==> config.mk <==
export PLATFORM = sky130hd
export DESIGN_NAME = d16_uart
export DESIGN_NICKNAME = d
export VERILOG_FILES = /design/src/rtl/d16_uart.sv
export SDC_FILE = /design/constraint.sdc
export NUM_CORES = 1
export LEC_CHECK = 0
export BUFFER_PORTS_ARGS = -buffer_cell sky130_fd_sc_hd__buf_4
export CAP_MARGIN = 10
export CORE_MARGIN = 3
export CORE_UTILIZATION = 50
export CTS_BUF_LIST = sky130_fd_sc_hd__clkbuf_2 sky130_fd_sc_hd__clkbuf_4 sky130_fd_sc_hd__clkbuf_8
export CTS_CLUSTER_DIAMETER = 120
export DETAILED_ROUTE_END_ITERATION = 10
export PLACE_DENSITY = 0.82
export SLEW_MARGIN = 20
export SYNTH_ARGS = -nofsm -noshare
export SYNTH_HDL_FRONTEND = slang
export SYNTH_SLANG_ARGS = --single-unit
==> constraint.sdc <==
create_clock -name i_clk -period 2.55 [get_ports i_clk]
set_input_delay 0.51 -clock i_clk [delete_from_list [all_inputs] [get_ports i_clk]]
set_output_delay 0.51 -clock i_clk [all_outputs]
set_load 0.05 [all_outputs]
==> src/rtl/d16_uart.sv <==
// d16_uart: memory-mapped 8N1 UART on the d16 single-cycle bus.
// One TX holding register plus shifter, one RX holding register.
module d16_uart #(
    parameter int CLKDIV = 868
) (
    input  logic        i_clk,
    input  logic        i_reset,
    input  logic        i_cs,
    input  logic [15:0] i_wb_addr,
    input  logic        i_wb_cyc,
    input  logic        i_wb_we,
    input  logic [15:0] i_wb_dat,
    output logic [15:0] o_wb_dat,
    input  logic        i_rx,
    output logic        o_tx,
    output logic        o_int
);
    localparam logic [15:0] DIV_M1   = 16'(CLKDIV - 1);
    localparam logic [15:0] DIV_HALF = 16'(CLKDIV / 2);

    typedef enum logic {
        TX_IDLE,
        TX_SHIFT
    } tx_state_t;

    typedef enum logic [2:0] {
        RX_IDLE,
        RX_START,
        RX_DATA,
        RX_STOP,
        RX_WAIT_HIGH
    } rx_state_t;

    tx_state_t   tx_state;
    rx_state_t   rx_state;
    logic [7:0]  tx_hold;
    logic [8:0]  tx_shift;
    logic [3:0]  tx_bits;
    logic [15:0] tx_cnt;
    logic [7:0]  rx_data;
    logic [7:0]  rx_shift;
    logic [2:0]  rx_bits;
    logic [15:0] rx_cnt;
    logic        tx_full;
    logic        rx_valid;
    logic        rx_overrun;
    logic        frame_err;
    logic        rx_ie;
    logic        tx_ie;
    logic        rx_meta;
    logic        rx_sync;

    logic        access;
    logic        wr_data;
    logic        rd_data;
    logic        wr_ctrl;
    logic        pop;
    logic        tx_busy;
    logic        tx_end;
    logic        tx_load;
    logic        tx_accept;
    logic        tx_ready;
    logic        tx_idle;
    logic        rx_done;
    logic        rx_store;
    logic        set_overrun;
    logic        set_frame;
    logic [15:0] status;
    logic        unused;

    assign access    = i_cs & i_wb_cyc;
    assign wr_data   = access & i_wb_we & ~i_wb_addr[0];
    assign rd_data   = access & ~i_wb_we & ~i_wb_addr[0];
    assign wr_ctrl   = access & i_wb_we & i_wb_addr[0];
    assign pop       = rd_data & rx_valid;

    assign tx_busy   = (tx_state == TX_SHIFT);
    assign tx_end    = tx_busy && (tx_cnt == 16'd0) && (tx_bits == 4'd9);
    assign tx_load   = tx_full & (~tx_busy | tx_end);
    // A write on the transfer edge refills the holding register.
    assign tx_accept = wr_data & (~tx_full | tx_load);
    assign tx_ready  = ~tx_full;
    assign tx_idle   = ~tx_full & ~tx_busy;

    assign rx_done     = (rx_state == RX_STOP) && (rx_cnt == 16'd0);
    assign rx_store    = rx_done & rx_sync & (~rx_valid | pop);
    assign set_overrun = rx_done & rx_sync & rx_valid & ~pop;
    assign set_frame   = rx_done & ~rx_sync;

    assign status = {9'd0, tx_ie, rx_ie, frame_err, rx_overrun,
                     tx_idle, tx_ready, rx_valid};

    assign o_int  = (rx_valid & rx_ie) | (tx_ready & tx_ie);
    assign unused = ^{i_wb_addr[15:1], i_wb_dat[15:8]};

    // Combinational read mux, zero when not selected.
    always_comb begin
        o_wb_dat = 16'd0;
        if (i_cs) begin
            o_wb_dat = i_wb_addr[0] ? status : {8'h00, rx_data};
        end
    end

    // Bus-visible registers and flags.
    always_ff @(posedge i_clk) begin
        if (i_reset) begin
            tx_hold    <= 8'd0;
            tx_full    <= 1'b0;
            rx_data    <= 8'd0;
            rx_valid   <= 1'b0;
            rx_overrun <= 1'b0;
            frame_err  <= 1'b0;
            rx_ie      <= 1'b0;
            tx_ie      <= 1'b0;
        end else begin
            tx_full <= (tx_full & ~tx_load) | tx_accept;
            if (tx_accept) begin
                tx_hold <= i_wb_dat[7:0];
            end
            if (rx_store) begin
                rx_data  <= rx_shift;
                rx_valid <= 1'b1;
            end else if (pop) begin
                rx_valid <= 1'b0;
            end
            rx_overrun <= (rx_overrun & ~(wr_ctrl & i_wb_dat[3]))
                        | set_overrun;
            frame_err  <= (frame_err & ~(wr_ctrl & i_wb_dat[4]))
                        | set_frame;
            if (wr_ctrl) begin
                rx_ie <= i_wb_dat[5];
                tx_ie <= i_wb_dat[6];
            end
        end
    end

    // TX machine: start bit, 8 data bits LSB first, stop bit.
    always_ff @(posedge i_clk) begin
        if (i_reset) begin
            tx_state <= TX_IDLE;
            o_tx     <= 1'b1;
            tx_shift <= '1;
            tx_bits  <= 4'd0;
            tx_cnt   <= 16'd0;
        end else if (tx_load) begin
            tx_state <= TX_SHIFT;
            o_tx     <= 1'b0;
            tx_shift <= {1'b1, tx_hold};
            tx_bits  <= 4'd0;
            tx_cnt   <= DIV_M1;
        end else if (tx_busy) begin
            if (tx_cnt != 16'd0) begin
                tx_cnt <= tx_cnt - 16'd1;
            end else if (tx_bits == 4'd9) begin
                tx_state <= TX_IDLE;
                o_tx     <= 1'b1;
            end else begin
                o_tx     <= tx_shift[0];
                tx_shift <= {1'b1, tx_shift[8:1]};
                tx_bits  <= tx_bits + 4'd1;
                tx_cnt   <= DIV_M1;
            end
        end
    end

    // Two-flop synchronizer for the asynchronous RX line.
    always_ff @(posedge i_clk) begin
        if (i_reset) begin
            rx_meta <= 1'b1;
            rx_sync <= 1'b1;
        end else begin
            rx_meta <= i_rx;
            rx_sync <= rx_meta;
        end
    end

    // RX machine: mid-bit sampling with start-glitch rejection.
    always_ff @(posedge i_clk) begin
        if (i_reset) begin
            rx_state <= RX_IDLE;
            rx_cnt   <= 16'd0;
            rx_bits  <= 3'd0;
            rx_shift <= 8'd0;
        end else begin
            unique case (rx_state)
                RX_IDLE: begin
                    if (!rx_sync) begin
                        rx_state <= RX_START;
                        rx_cnt   <= DIV_HALF;
                    end
                end
                RX_START: begin
                    if (rx_cnt != 16'd0) begin
                        rx_cnt <= rx_cnt - 16'd1;
                    end else if (!rx_sync) begin
                        rx_state <= RX_DATA;
                        rx_cnt   <= DIV_M1;
                        rx_bits  <= 3'd0;
                    end else begin
                        rx_state <= RX_IDLE;
                    end
                end
                RX_DATA: begin
                    if (rx_cnt != 16'd0) begin
                        rx_cnt <= rx_cnt - 16'd1;
                    end else begin
                        rx_shift <= {rx_sync, rx_shift[7:1]};
                        rx_cnt   <= DIV_M1;
                        if (rx_bits == 3'd7) begin
                            rx_state <= RX_STOP;
                        end else begin
                            rx_bits <= rx_bits + 3'd1;
                        end
                    end
                end
                RX_STOP: begin
                    if (rx_cnt != 16'd0) begin
                        rx_cnt <= rx_cnt - 16'd1;
                    end else begin
                        rx_cnt   <= DIV_M1;
                        rx_state <= rx_sync ? RX_IDLE : RX_WAIT_HIGH;
                    end
                end
                RX_WAIT_HIGH: begin
                    if (rx_sync) begin
                        rx_state <= RX_IDLE;
                    end
                end
                default: rx_state <= RX_IDLE;
            endcase
        end
    end
endmodule

==> results by stage <==
Synth:
- The number of distinct library cells after synthesis is 69.
- The synthesis-stage register bit count is 84.
- The async set-or-reset flop fraction in the synthesized netlist is 0.
- The number of enable flip-flop cells after synthesis is 0.
- Synthesis produced 508 cells.
- The post-synthesis sequential area ratio is 0.391.
- The prevailing post-synth register cell is dfxtp_1.
- The number of warnings printed during yosys synthesis is 0.
- The share of synthesized area in the top cell type comes to 0.391.
- The cell taking the most area after synthesis is dfxtp_1.
- The mapped cell area is 0.00430 sq mm.
- The mean instance size in the synthesized netlist is 8.46 sq um.
- In the post-synthesis netlist, the biggest area contributors are dfxtp_1 39%, a21oi_1 6.2%, mux2i_1 6.1%, nand2_1 5.2%, nor2_1 3.7%.

Timing:
- The final number of hold-violating endpoints was 0.
- The relative max-transition margin is 0.427.
- The worst-margin pin slew is 0.859 ns.
- Setup violations remaining at the end of the flow were counted as 0.
- Setup repair after global routing left no endpoint under its margin.
- The maximum clock skew at final layout is 0.0134 ns.
- Of the available clock period, the critical path in the final layout requires 0.911.
- The highest clock frequency the design can meet is 430 MHz.
- The worst path needs 2.32 ns of the cycle, external delays included.
- The final total negative setup slack is 0 ns.
- The max-slew violation count is 0.

Global route:
- Entering global routing, the biggest net connects 31 pins.
- The total congestion overflow is 0.
- In the global route stage, overall resource usage came out at 0.202.
- The first global-routing pass estimated 16.6 mm of wire.
- The number of global-route vias before repair is 3572.
- The initial antenna violation count is 0.

Setup path:
- The critical path's largest stage delay is 0.50 ns.
- The worst register-to-register path begins at tx_cnt[0].
- The slowest stage cell on the critical path is or4b_1.
- The worst setup path is captured at a register.
- Tracing the worst setup path back leads to its startpoint at tx_cnt[0].
- At the worst endpoint, the arrival time is 2.55 ns.
- The largest fanout on the critical path is 18.
- STA classifies the critical path startpoint as a register.
- The signal on the critical path passes through inv_1, ha_1, or4b_1, nor3_2, a21oi_4, o21ai_0, a21oi_1.
- The setup path with the least slack is of type register to register.
- For the worst setup path, the data required time is 2.77 ns.
- The flop-to-flop setup slack is 0.23 ns.

Floorplan:
- The starting utilization of the core area is 0.518.
- The number of core rows is 33.
- The core box area is 0.00830 sq mm.
- In this run the count of I/O pins placed on the die edge is 56.
- In this run the vertical extent of the chip is 98.7 microns.
- The die is 98.7 microns wide.
- The overall die area is 0.00974 sq mm.

Cells and area:
- The number of antenna diodes in the final layout is 0.
- The number of nets in the finished design is 572.
- Relative to the synthesized area, the layout overhead comes to 11.3%.
- The ratio of cells with drive above 1 in the final layout is 0.141.
- The number of fillers in the final layout is 719.

Clock tree:
- TritonCTS built the clock tree.
- The number of resized instances in the post-cts repair step is 0.
- The clock edge transition at the registers on the reported setup and hold paths is 0.08 ns.
- For this design, the CTS-stage hold fixing added 0 buffers.
- The clock net in this run drives a total of 84 sinks.
- The H-tree was split into 3 levels.
- Once the clock tree was built, the setup fixing pass inserted 0 buffers.
- The maximum number of buffers from clock root to sink is 2.
- Clock tree synthesis inserted a total of 9 buffers.
- Clock latency on the worst-skew pair, taken at its later pin, is 0.36 ns.
- The root cell of the clock tree is clkbuf_8.

Detailed routing:
- After detailed routing, the total wire length is 9.33 mm.
- Detailed routing inserted a total of 3711 vias.
- The remaining design rule violation count is 0.
- The number of DRC violations after detailed-routing iteration 0 is 153.
- Once detail routing completed, the nets flagged for antenna violations numbered 0.
- In the final routed layout, each cell accounts on average for 14.7 microns.
- The first detailed-routing pass took 4 iterations.
- The via count normalized by instance count is 5.83.

Worst hold path:
- The worst hold path class is primary input to register.
- The critical hold path startpoint is i_rx.

Placement:
- The placed wire-length estimate is 6.43 mm.
- The quantity of I/O buffers inserted on ports is 24.
- The weighted congestion reported at the end of routability-driven placement is 0.871.

Pwr:
- The design draws 5.20 mW.
- For this design the ratio of total power to cell area is 1090 mW/mm^2.
- In this run the static leakage power is 1.80 nW.
- The peak ir drop on the vdd network is 0.875 mV.

Run status:
- The flow ran to the end, and the final reports show no timing, DRC or antenna violations.

Job:
- The count of max-cap constraint violations is 0.
## cell usage after synthesis (6+ instances only)
cell	count
clkbuf_1	19
inv_1	11
o21ai_0	28
a2111oi_0	6
dfxtp_1	84
nor2_1	42
or3_1	11
a21oi_1	53
buf_4	8
nand3_1	6
ha_1	7
nor3_1	16
o211ai_1	6
mux2i_1	26
nand4_1	8
nand2_1	59
nor2b_1	10
## cell type report
type	instances	area [sq um]	share of cell area
timing repair buffer	32	240	0.0502
multi-input combinational	388	2460	0.515
clock buffer	10	138	0.0288
sequential	84	1680	0.352
clock inverter	5	85.1	0.0178
tap	105	131	0.0275
inverter	12	45.0	0.00942
## routing by layer
| metal | vias to the layer above | track usage | share of wire |
|---|---|---|---|
| met5 | - | 0 | 0 |
| met4 | 0 | 0.0536 | 0.011 |
| met3 | 14 | 0.0517 | 0.045 |
| met2 | 75 | 0.327 | 0.49 |
| met1 | 1764 | 0.269 | 0.46 |
| li1 | 1858 | - | - |
## registers in the layout, summed over array words and instances (netlist names), 3 cells and up
register / count
rx_data: 8
tx_hold: 8
rx_bits: 3
tx_shift: 8
rx_shift: 8
rx_cnt: 16
rx_state: 3
tx_cnt: 16
tx_bits: 4
## worst paths after layout
| path | endpoint | depth (start not counted) |
|---|---|---|
| setup / recovery | tx_bits[1] | 7 |
| hold / removal | rx_meta | 2 |
| setup reg to reg | tx_bits[1] | 7 |
| hold reg to reg | rx_sync | 1 |
## metrics by stage
stage | std cells | utilization | setup slack [ns] | instance area [sq um] | hold slack, ns
2_1_floorplan | 515 | - | 0.336 | 4320 | 0.389
3_3_place_gp | 621 | 0.547 | 0.269 | 4540 | 0.392
3_5_place_dp | 621 | 0.547 | 0.212 | 4540 | 0.407
4_1_cts | 636 | 0.574 | 0.174 | 4770 | 0.321
5_1_grt | 636 | 0.576 | 0.00759 | 4780 | 0.330
6_report | 636 | 0.576 | 0.227 | 4780 | 0.339
## layout by cell type, fill, tap and decap left out, types with 5 or more instances in the layout
master | synthesis | final
a2111oi_0 | 6 | 6
a21o_1 | 5 | 5
a21oi_1 | 53 | 53
and3_1 | 5 | 5
buf_4 | 8 | 32
clkbuf_8 | 0 | 10
conb_1 | 1 | 8
dfxtp_1 | 84 | 84
ha_1 | 7 | 7
inv_1 | 11 | 11
mux2_2 | 5 | 5
mux2i_1 | 26 | 26
nand2_1 | 59 | 59
nand2b_1 | 5 | 5
nand3_1 | 6 | 6
nand4_1 | 8 | 8
nor2_1 | 42 | 42
nor2b_1 | 10 | 10
nor3_1 | 16 | 16
o211ai_1 | 6 | 6
o21ai_0 | 28 | 28
or2_2 | 5 | 5
or3_1 | 11 | 11
or4_1 | 5 | 5
xnor2_1 | 5 | 5
## where the power goes
| part | switching (mW) | internal, mW | leakage (nW) | total, mW |
|---|---|---|---|---|
| Sequential | 0.266 | 1.54 | 0.682 | 1.80 |
| Clock | 0.495 | 0.578 | 0.109 | 1.07 |
| Combinational | 1.44 | 0.889 | 1.01 | 2.33 |
| Total | 2.20 | 3.00 | 1.80 | 5.20 |
## cells by family (layout without fill, tap and decap cells)
kind of cell / after synthesis / in the layout / share of synthesized area
compound gates: 128 / 128 / 0.187
other cells: 1 / 8 / 0.000873
mux: 32 / 32 / 0.0763
simple gates: 204 / 204 / 0.260
buf+inv: 43 / 59 / 0.0454
xor+xnor: 9 / 9 / 0.0183
flops: 84 / 84 / 0.391
fa+ha+maj: 7 / 7 / 0.0204
## critical path: cells and delay by family, from the launching register on
family / cells / cell delay, ns
and+or+nand+nor: 2 / 0.82
adders and majority gates: 1 / 0.18
DFF: 1 / 0.38
buffers and inverters: 1 / 0.08
AOI/OAI and AO/OA: 3 / 0.74
Power figures use the tool's default switching activity.
